==> src/rtl/cache_miss_handler_pkg.sv <==
`default_nettype none
// ============================================================================
// Module      : cache_miss_handler_pkg
// Description : Shared definitions for the 4-way, 256-set data cache:
//               geometry constants, the miss-handler state encoding and
//               address-slicing helpers used by the controller, the data
//               array and the miss handler.
// Contents    : ADDR_W, DATA_W, INDEX_W, TAG_W, WAYS, WAY_W constants;
//               cmh_state_e state enum; addr_tag()/addr_index() helpers.
// Revision    : 1.0 - initial release
// ============================================================================
package cache_miss_handler_pkg;

  localparam int ADDR_W  = 32;
  localparam int DATA_W  = 32;
  localparam int INDEX_W = 8;
  localparam int TAG_W   = 22;
  localparam int WAYS    = 4;
  localparam int WAY_W   = 2;

  // One word per line, so the two byte-offset bits sit directly below the index.
  localparam int OFFS_W  = ADDR_W - TAG_W - INDEX_W;

  typedef enum logic [2:0] {
    S_IDLE    = 3'd0,
    S_RD_REQ  = 3'd1,
    S_RD_WAIT = 3'd2,
    S_FILL    = 3'd3,
    S_WR_REQ  = 3'd4,
    S_WR_WAIT = 3'd5,
    S_DONE    = 3'd6
  } cmh_state_e;

  // Tag = Addr[31:10]
  function automatic logic [TAG_W-1:0] addr_tag(input logic [ADDR_W-1:0] addr);
    return addr[ADDR_W-1 -: TAG_W];
  endfunction

  // Index = Addr[9:2]
  function automatic logic [INDEX_W-1:0] addr_index(input logic [ADDR_W-1:0] addr);
    return addr[OFFS_W +: INDEX_W];
  endfunction

endpackage : cache_miss_handler_pkg
`default_nettype wire

==> src/rtl/cache_miss_handler_if.sv <==
`default_nettype none
// ============================================================================
// Module      : cache_miss_handler_if
// Description : Main-memory bus between the miss handler and memory.
//               Request channel uses a valid/ready handshake; the response
//               channel is a single valid strobe (read data or write ack).
// Signals     : mem_req_valid/mem_req_ready  request handshake
//               mem_req_we/addr/wdata        request payload
//               mem_resp_valid/mem_resp_data response (data or ack)
// Modports    : master - cache side (drives requests)
//               slave  - memory side (drives ready and responses)
// Revision    : 1.0 - initial release
// ============================================================================
interface cache_miss_handler_if;
  import cache_miss_handler_pkg::*;

  logic              mem_req_valid;
  logic              mem_req_ready;
  logic              mem_req_we;
  logic [ADDR_W-1:0] mem_req_addr;
  logic [DATA_W-1:0] mem_req_wdata;
  logic              mem_resp_valid;
  logic [DATA_W-1:0] mem_resp_data;

  modport master (
    output mem_req_valid,
    output mem_req_we,
    output mem_req_addr,
    output mem_req_wdata,
    input  mem_req_ready,
    input  mem_resp_valid,
    input  mem_resp_data
  );

  modport slave (
    input  mem_req_valid,
    input  mem_req_we,
    input  mem_req_addr,
    input  mem_req_wdata,
    output mem_req_ready,
    output mem_resp_valid,
    output mem_resp_data
  );

endinterface : cache_miss_handler_if
`default_nettype wire

==> src/rtl/cache_miss_handler.sv <==
`default_nettype none
// ============================================================================
// Module      : cache_miss_handler
// Description : Read-miss refill and write-through engine for the MEM-stage
//               data cache. Stalls the pipeline while a main-memory
//               transaction is outstanding, refills the victim way on a
//               read miss, and forwards every cacheable store to memory
//               (no write-allocate).
// Ports       : clk, rst_n              clock, async active-low reset
//               Usecache_i, MemWrite_i  cacheable access / store qualifier
//               Addr_i, WriteData_i     access address and store data
//               Hit_i, BLK_NUM_i        controller hit flag and chosen way
//               Stall_o                 pipeline freeze
//               mem (master modport)    main-memory request/response bus
//               Fill_*_o                refill write into data/tag arrays
// Revision    : 1.0 - initial release
// ============================================================================
module cache_miss_handler
  import cache_miss_handler_pkg::*;
(
  input  wire logic               clk,
  input  wire logic               rst_n,

  input  wire logic               Usecache_i,
  input  wire logic               MemWrite_i,
  input  wire logic [ADDR_W-1:0]  Addr_i,
  input  wire logic [DATA_W-1:0]  WriteData_i,
  input  wire logic               Hit_i,
  input  wire logic [WAY_W-1:0]   BLK_NUM_i,

  output logic                    Stall_o,

  cache_miss_handler_if.master    mem,

  output logic                    Fill_en_o,
  output logic [WAY_W-1:0]        Fill_way_o,
  output logic [INDEX_W-1:0]      Fill_index_o,
  output logic [TAG_W-1:0]        Fill_tag_o,
  output logic [DATA_W-1:0]       Fill_data_o
);

  // --------------------------------------------------------------------------
  // State and latched access
  // --------------------------------------------------------------------------
  cmh_state_e          state_q, state_d;

  logic [TAG_W-1:0]    tag_q;
  logic [INDEX_W-1:0]  index_q;
  logic [DATA_W-1:0]   wdata_q;
  logic [WAY_W-1:0]    way_q;
  logic [DATA_W-1:0]   rdata_q;

  logic                w_latch_en;
  logic                w_capture_en;
  logic                w_stall;
  logic                w_req_valid;
  logic                w_req_we;
  logic                w_fill_en;

  // The byte offset never reaches memory: requests are word aligned.
  logic                w_unused_offset;
  assign w_unused_offset = ^Addr_i[OFFS_W-1:0];

  // --------------------------------------------------------------------------
  // Next-state and output decode
  // --------------------------------------------------------------------------
  always_comb begin
    state_d      = state_q;
    w_latch_en   = 1'b0;
    w_capture_en = 1'b0;
    w_stall      = 1'b0;
    w_req_valid  = 1'b0;
    w_req_we     = 1'b0;
    w_fill_en    = 1'b0;

    case (state_q)
      S_IDLE: begin
        // Stores are written through whether they hit or not; loads only
        // leave IDLE on a miss. The stall is raised in the detect cycle so
        // the access is held in MEM while the handler takes over.
        if (Usecache_i && MemWrite_i) begin
          state_d    = S_WR_REQ;
          w_latch_en = 1'b1;
          w_stall    = 1'b1;
        end else if (Usecache_i && !Hit_i) begin
          state_d    = S_RD_REQ;
          w_latch_en = 1'b1;
          w_stall    = 1'b1;
        end
      end

      S_RD_REQ: begin
        w_stall     = 1'b1;
        w_req_valid = 1'b1;
        if (mem.mem_req_ready) begin
          state_d = S_RD_WAIT;
        end
      end

      S_RD_WAIT: begin
        w_stall = 1'b1;
        if (mem.mem_resp_valid) begin
          w_capture_en = 1'b1;
          state_d      = S_FILL;
        end
      end

      S_FILL: begin
        // Stall still held so the replay samples the cache after the
        // arrays have been written; it then hits and IDLE stays put.
        w_stall   = 1'b1;
        w_fill_en = 1'b1;
        state_d   = S_IDLE;
      end

      S_WR_REQ: begin
        w_stall     = 1'b1;
        w_req_valid = 1'b1;
        w_req_we    = 1'b1;
        if (mem.mem_req_ready) begin
          state_d = S_WR_WAIT;
        end
      end

      S_WR_WAIT: begin
        w_stall = 1'b1;
        if (mem.mem_resp_valid) begin
          state_d = S_DONE;
        end
      end

      S_DONE: begin
        // One unstalled cycle lets the store retire. Returning to IDLE
        // afterwards means the same store is not seen again.
        state_d = S_IDLE;
      end

      default: begin
        state_d = S_IDLE;
      end
    endcase
  end

  // --------------------------------------------------------------------------
  // State register
  // --------------------------------------------------------------------------
  always_ff @(posedge clk or negedge rst_n) begin
    if (!rst_n) begin
      state_q <= S_IDLE;
    end else begin
      state_q <= state_d;
    end
  end

  // --------------------------------------------------------------------------
  // Access latch: captured when leaving IDLE so that later changes on the
  // controller side (notably the LRU update of BLK_NUM) cannot disturb the
  // request payload or the refill way.
  // --------------------------------------------------------------------------
  always_ff @(posedge clk or negedge rst_n) begin
    if (!rst_n) begin
      tag_q   <= '0;
      index_q <= '0;
      wdata_q <= '0;
      way_q   <= '0;
    end else if (w_latch_en) begin
      tag_q   <= addr_tag(Addr_i);
      index_q <= addr_index(Addr_i);
      wdata_q <= WriteData_i;
      way_q   <= BLK_NUM_i;
    end
  end

  // Read data is only taken in RD_WAIT; responses in any other state,
  // including stale ones after a reset, are dropped.
  always_ff @(posedge clk or negedge rst_n) begin
    if (!rst_n) begin
      rdata_q <= '0;
    end else if (w_capture_en) begin
      rdata_q <= mem.mem_resp_data;
    end
  end

  // --------------------------------------------------------------------------
  // Outputs
  // --------------------------------------------------------------------------
  assign Stall_o           = w_stall;

  assign mem.mem_req_valid = w_req_valid;
  assign mem.mem_req_we    = w_req_we;
  assign mem.mem_req_addr  = {tag_q, index_q, {OFFS_W{1'b0}}};
  assign mem.mem_req_wdata = wdata_q;

  assign Fill_en_o         = w_fill_en;
  assign Fill_way_o        = way_q;
  assign Fill_index_o      = index_q;
  assign Fill_tag_o        = tag_q;
  assign Fill_data_o       = rdata_q;

endmodule : cache_miss_handler
`default_nettype wire

==> src/flat_wrapper.sv <==
// flat-port wrapper written by rule: the top's interface ports become plain ports
module cache_miss_handler_flat import cache_miss_handler_pkg::*;
  (clk, rst_n, Usecache_i, MemWrite_i, Addr_i, WriteData_i, Hit_i, BLK_NUM_i, Stall_o, Fill_en_o, Fill_way_o, Fill_index_o, Fill_tag_o, Fill_data_o, mem_mem_req_valid, mem_mem_req_we, mem_mem_req_addr, mem_mem_req_wdata, mem_mem_req_ready, mem_mem_resp_valid, mem_mem_resp_data);
  cache_miss_handler_if mem_i ();
  input  wire logic clk;
  input  wire logic rst_n;
  input  wire logic Usecache_i;
  input  wire logic MemWrite_i;
  input  wire logic [ADDR_W-1:0] Addr_i;
  input  wire logic [DATA_W-1:0] WriteData_i;
  input  wire logic Hit_i;
  input  wire logic [WAY_W-1:0] BLK_NUM_i;
  output logic Stall_o;
  output logic Fill_en_o;
  output logic [WAY_W-1:0] Fill_way_o;
  output logic [INDEX_W-1:0] Fill_index_o;
  output logic [TAG_W-1:0] Fill_tag_o;
  output logic [DATA_W-1:0] Fill_data_o;
  output wire logic [$bits(mem_i.mem_req_valid)-1:0] mem_mem_req_valid;
  output wire logic [$bits(mem_i.mem_req_we)-1:0] mem_mem_req_we;
  output wire logic [$bits(mem_i.mem_req_addr)-1:0] mem_mem_req_addr;
  output wire logic [$bits(mem_i.mem_req_wdata)-1:0] mem_mem_req_wdata;
  input wire logic [$bits(mem_i.mem_req_ready)-1:0] mem_mem_req_ready;
  input wire logic [$bits(mem_i.mem_resp_valid)-1:0] mem_mem_resp_valid;
  input wire logic [$bits(mem_i.mem_resp_data)-1:0] mem_mem_resp_data;
  assign mem_mem_req_valid = mem_i.mem_req_valid;
  assign mem_mem_req_we = mem_i.mem_req_we;
  assign mem_mem_req_addr = mem_i.mem_req_addr;
  assign mem_mem_req_wdata = mem_i.mem_req_wdata;
  assign mem_i.mem_req_ready = mem_mem_req_ready;
  assign mem_i.mem_resp_valid = mem_mem_resp_valid;
  assign mem_i.mem_resp_data = mem_mem_resp_data;
  cache_miss_handler u_core (.clk(clk), .rst_n(rst_n), .Usecache_i(Usecache_i), .MemWrite_i(MemWrite_i), .Addr_i(Addr_i), .WriteData_i(WriteData_i), .Hit_i(Hit_i), .BLK_NUM_i(BLK_NUM_i), .Stall_o(Stall_o), .mem(mem_i), .Fill_en_o(Fill_en_o), .Fill_way_o(Fill_way_o), .Fill_index_o(Fill_index_o), .Fill_tag_o(Fill_tag_o), .Fill_data_o(Fill_data_o));
endmodule
==> config.mk <==
export PLATFORM = sky130hd
export DESIGN_NAME = cache_miss_handler_flat
export DESIGN_NICKNAME = d
export VERILOG_FILES = /design/src/rtl/cache_miss_handler_pkg.sv /design/src/rtl/cache_miss_handler_if.sv /design/src/rtl/cache_miss_handler.sv /design/src/flat_wrapper.sv
export SDC_FILE = /design/constraint.sdc
export NUM_CORES = 1
export LEC_CHECK = 0
export ABC_AREA = 1
export CORE_AREA = 2 2 95 119
export CTS_BUF_LIST = sky130_fd_sc_hd__clkbuf_4 sky130_fd_sc_hd__clkbuf_8
export DETAILED_ROUTE_END_ITERATION = 16
export DIE_AREA = 0 0 97 121
export PLACE_DENSITY = 0.82
export SLEW_MARGIN = 15
export SYNTH_ARGS = -nofsm -noshare
export SYNTH_HDL_FRONTEND = slang
export SYNTH_SLANG_ARGS = --single-unit
==> constraint.sdc <==
create_clock -name clk -period 3.05 [get_ports clk]
set_clock_uncertainty 0.2 [all_clocks]
set_input_delay 0.4575 -clock clk [delete_from_list [all_inputs] [get_ports clk]]
set_output_delay 0.4575 -clock clk [all_outputs]
set_load 0.02 [all_outputs]
## Word level (Yosys, flattened, before mapping)

Index checks and enable logic that the tools add are counted.

- Register bits: 99
- Output and inout bits: 132

- Reductions and logical operators: 7
- Equality and inequality tests: 10
- Muxes and demuxes: 16

Operators with widths:

| operator | count |
|---|---|
| $mux W3 | 6 |
| $pmux W3 S5 | 1 |
| $mux W1 | 8 |
| $ne A2 B2 Y1 const B | 4 |
| $eq A3 B2 Y1 const B | 2 |
| $eq A3 B3 Y1 const B | 2 |
| $reduce_and A5 Y1 | 1 |
| $reduce_or A5 Y1 | 1 |
| $eq A3 B1 Y1 const B | 1 |
| $logic_not A3 Y1 | 1 |
| $ne A3 B1 Y1 const B | 1 |
| $logic_and A1 B1 Y1 | 2 |
| $pmux W1 S2 | 1 |
| $reduce_or A2 Y1 | 1 |
| $logic_not A1 Y1 | 1 |

## Longest topological paths before layout

Gate-level depths: netlist (run 1).

- Depth after elaboration: 5
- Depth in mapped cells: 9

## Worst setup path after synthesis (run 1)

Ideal clock, no wire load.

- Path kind: register to output
- Start point: register u_core.state_q[1]
- End point: output port Fill_en_o
- Data arrival time: 1,050 ps
- Cell stages (with the launch flop): 4
- Buffers on the path: 1
- Slack: 1,343 ps
- Cell sequence: dfrtp_1 > buf_2 > inv_1 > nor3_1

- Cells in the longest elaborated chain, start to end: 2

RTL lines:

| element | line | text |
|---|---|---|
| start: declaration | cache_miss_handler.sv:45 | `cmh_state_e state_q, state_d;` |
| start signal: assignment | cache_miss_handler.sv:151 | `state_q <= state_d;` |
| $eq A3 B2 Y1 | cache_miss_handler.sv:76 | `case (state_q)` |
| $mux W1 | cache_miss_handler.sv:76 |  |
| end: declaration | flat_wrapper.sv:14 | `output logic Fill_en_o;` |

No other way between the ends.

## Worst setup path in the final report (run 1)

- Start point: register u_core.state_q[2]
- End point: output port Stall_o

- Cells in the longest elaborated chain, start to end: 3
- Elaborated cells between the ends (all ways): 8

RTL lines:

| element | line | text |
|---|---|---|
| $eq A3 B2 Y1, or another cell as far along | cache_miss_handler.sv:76 |  |
| $reduce_or A5 Y1 (no line) | - |  |
| $pmux W1 S2 * | cache_miss_handler.sv:76 |  |
| end: declaration | flat_wrapper.sv:13 | `output logic Stall_o;` |

Every way passes the cells marked *; elsewhere a longest branch is shown, timed or not.

==> results of run 1 <==
==> state kept, by name (all words and copies together) (netlist names) <==
name,count
u_core.state_q,3
u_core.Fill_tag_o,22
u_core.Fill_data_o,32
u_core.Fill_way_o,2
u_core.mem.mem_req_wdata,32
u_core.Fill_index_o,8
==> cell type report <==
class	instances	area, um2
clock buffer	11	145
tap	132	165
multi-input combinational	227	1280
fill	857	3640
inverter	103	388
timing repair buffer	236	2390
clock inverter	4	75.1
sequential	99	2480
==> where the power goes <==
part           internal, mW  switching (mW)  total (mW)
combinational          1.86            2.08        3.95
sequential             1.91           0.401        2.31
clock                 0.489           0.441       0.930
total                  4.26            2.93        7.18
==> placed cells by master (no fill, tap or decap), types with 2 or more instances in the layout <==
cell type,Yosys,layout
inv_1,101,101
o21ai_1,4,4
bufinv_16,0,2
nor2_1,2,2
nand3_1,8,8
nand4_1,4,4
clkbuf_8,0,10
nand2_1,106,106
o21ai_2,64,64
buf_12,0,3
dfrtp_1,99,99
clkdlybuf4s50_1,0,231
o21ai_0,29,29
clkinvlp_4,0,2
conb_1,1,2
==> cell families after synthesis <==
kind of cell	synth area share
simple gates	0.115
other cells	0.000820
flops	0.542
compound gates	0.162
buf+inv	0.181
==> worst min-delay path, delay by kind of cell (launching register included) <==
family | cells | cell delay (ns)
flops | 1 | 0.35
simple gates | 1 | 0.06
compound gates | 1 | 0.05
==> synth_stat cells (all sizes together) <==
master and instances:
conb 1, buf 50, a22oi 1, nor2 4, nand4 4, inv 102, nand2 107, o21ai 97
clkinv 1, clkbuf 4, dfrtp 99, nand3 10, a21oi 1, nor3 1
==> layer usage <==
| layer | share of wire | GRT usage | vias up |
|---|---|---|---|
| met5 | 0 | 0 | - |
| met4 | 0.019 | 0.0643 | 0 |
| met3 | 0.10 | 0.0789 | 19 |
| met2 | 0.51 | 0.336 | 180 |
| met1 | 0.36 | 0.200 | 1687 |
| li1 | - | - | 1804 |
==> timing repair <==
action / in CTS / in global routing
endpoints found under the hold margin: 43 / 0
resized for setup: 0 / 0
hold buffers: 1 / 0
==> stage by stage <==
| step | util | setup WS (ns) | total power, mW |
|---|---|---|---|
| finish | 0.655 | 0.380 | 7.18 |
| global route | 0.655 | 0.290 | 7.61 |
| CTS | 0.655 | 0.374 | 7.26 |
| detailed placement | 0.633 | 0.378 | 6.31 |
| global placement | 0.633 | 0.406 | 6.18 |
| floorplan | - | 1.34 | 4.64 |
==> how the worst min path moves through the flow <==
stage	from	end	slack [ns]	cells after the start
after CTS	u_core.mem.mem_req_wdata[26]$_DFFE_PN0P_	u_core.mem.mem_req_wdata[26]$_DFFE_PN0P_	0.29	2
after global routing	u_core.Fill_data_o[3]$_DFFE_PN0P_	u_core.Fill_data_o[3]$_DFFE_PN0P_	0.31	2
after detailed placement	u_core.mem.mem_req_wdata[26]$_DFFE_PN0P_	u_core.mem.mem_req_wdata[26]$_DFFE_PN0P_	0.27	2
after floorplan	rst_n	u_core.Fill_data_o[0]$_DFFE_PN0P_	-0.04	0
final	u_core.mem.mem_req_wdata[26]$_DFFE_PN0P_	u_core.mem.mem_req_wdata[26]$_DFFE_PN0P_	0.28	2
after global placement	u_core.mem.mem_req_wdata[29]$_DFFE_PN0P_	u_core.mem.mem_req_wdata[29]$_DFFE_PN0P_	0.26	2
==> reports/qor.yml, run 1 <==
die:
  chipHeight_um: 121
  core_area_mm2: 0.0106
  io_pins: 237
  num_rows: 42
  start_util: 0.433
  die-area_mm2: 0.0117
  die_w_um: 97
drt:
  final_antenna_net_count: 0
  drt_wl_total_um: 10900
  drc: 0
  wl_per_cell_um: 13.4
  drtPass1Iterations: 4
  drt_iter0_drc: 81
  viasPerCell: 4.54
  vias: 3690
timing:
  drv_slew: 0
  slew_headroom: 0.339
  finalHoldViolCount: 0
  worst_pin_slew_ns: 0.991
  finalCritPeriodShare: 0.875
  rsz0062_at_grt: "false"
  period_needed_ns: 2.67
  setup_viol: 0
  holdWs_ns: 0.285
  tns_ns: 0
  max_freq_mhz: 375
logic_synthesis:
  ys_ff_latch: 99
  netlist_instances: 482
  synth_cell_types: 23
  synth_area_mm2: 0.00457
  ys_top_cells_by_area: "dfrtp_1 54%, o21ai_2 12%, nand2_1 8.7%, inv_1 8.3%, buf_4 5.3%"
  synth.top_cell.area_share: 0.542
  synth_seq_area_share: 0.542
  syn_avg_cell_area_um2: 9.48
  synth.largest_area_cell: "dfrtp_1"
  ys_warn_count: 0
critical_path:
  cp_max_fo: 8
  startpoint_type: "flop"
  cpMaxStageDelayCell: "clkdlybuf4s50_1"
  critPathArrivalTime_ns: 2.01
  cp.required_ns: 2.39
  crit_path_start: "u_core.state_q[2]$_DFFE_PN0P_"
  worstPathCellList: "clkinv_2 -> nand2_4 -> nor2_4 -> a22oi_1 -> clkdlybuf4s50_1"
  criticalPathCategory: "flop to output port"
  crit_end: "Stall_o"
  crit_cells: 5
  path_buf_inv: 2
  endpoint_kind: "output port"
  r2r-end: "u_core.Fill_data_o[0]$_DFFE_PN0P_"
  reg2reg_depth: 3
  critical-path-top-delay-family: "buffers and inverters"
  regToRegStartpoint: "u_core.state_q[2]$_DFFE_PN0P_"
  cpPeakStageDelay_ns: 0.64
  r2r_setup_slack_ns: 0.75
final_layout:
  area_growth_pct: 51.4
  layout-drive-gt1-share: 0.132
  num-nets-final: 781
  num_antenna_cells: 0
  stdcell_count: 812
  fin_area_mm2: 0.00692
worst_hold_path:
  min_path_type: "flop to flop"
global_route:
  grt_max_degree: 74
  antenna_found_initial: 0
  grt_pass1_wl_um: 17900
  grt_pass1_vias: 3746
  grt_use_total: 0.188
  gr-total-overflow: 0
clock_network:
  clockRootBuffer: "clkbuf_8"
  cts_htree_levels: 3
  clockBufferDepth: 2
  cts.sinks: 99
  tritoncts.num_buffers: 9
  clkLatencyLatePin_ns: 0.36
  cts_tree: "done"
  postCtsSetupBuffers: 0
  path_clk_slew_ns: 0.09
pwr:
  power_density_mw_per_mm2: 1040
  peakVddDrop_v: 0.000617
  p_leak_nw: 3.37
placement:
  dp_cells: 796
  place_congestion: 0.845
  dp.final_hpwl_um: 8320
  io_buffers: 232
  dpl_cell_area_mm2: 0.00669
outcome:
  status: "complete, no violations"
run:
  cap_violations: 0
No activity file was read; power rests on OpenSTA's default activity.
==> run 2, diff against run 1 <==
- ABC_CLOCK_PERIOD_IN_PS: not set -> 3050
==> results of run 2 <==
Final layout, timing and power as in run 1 (identical DEF).
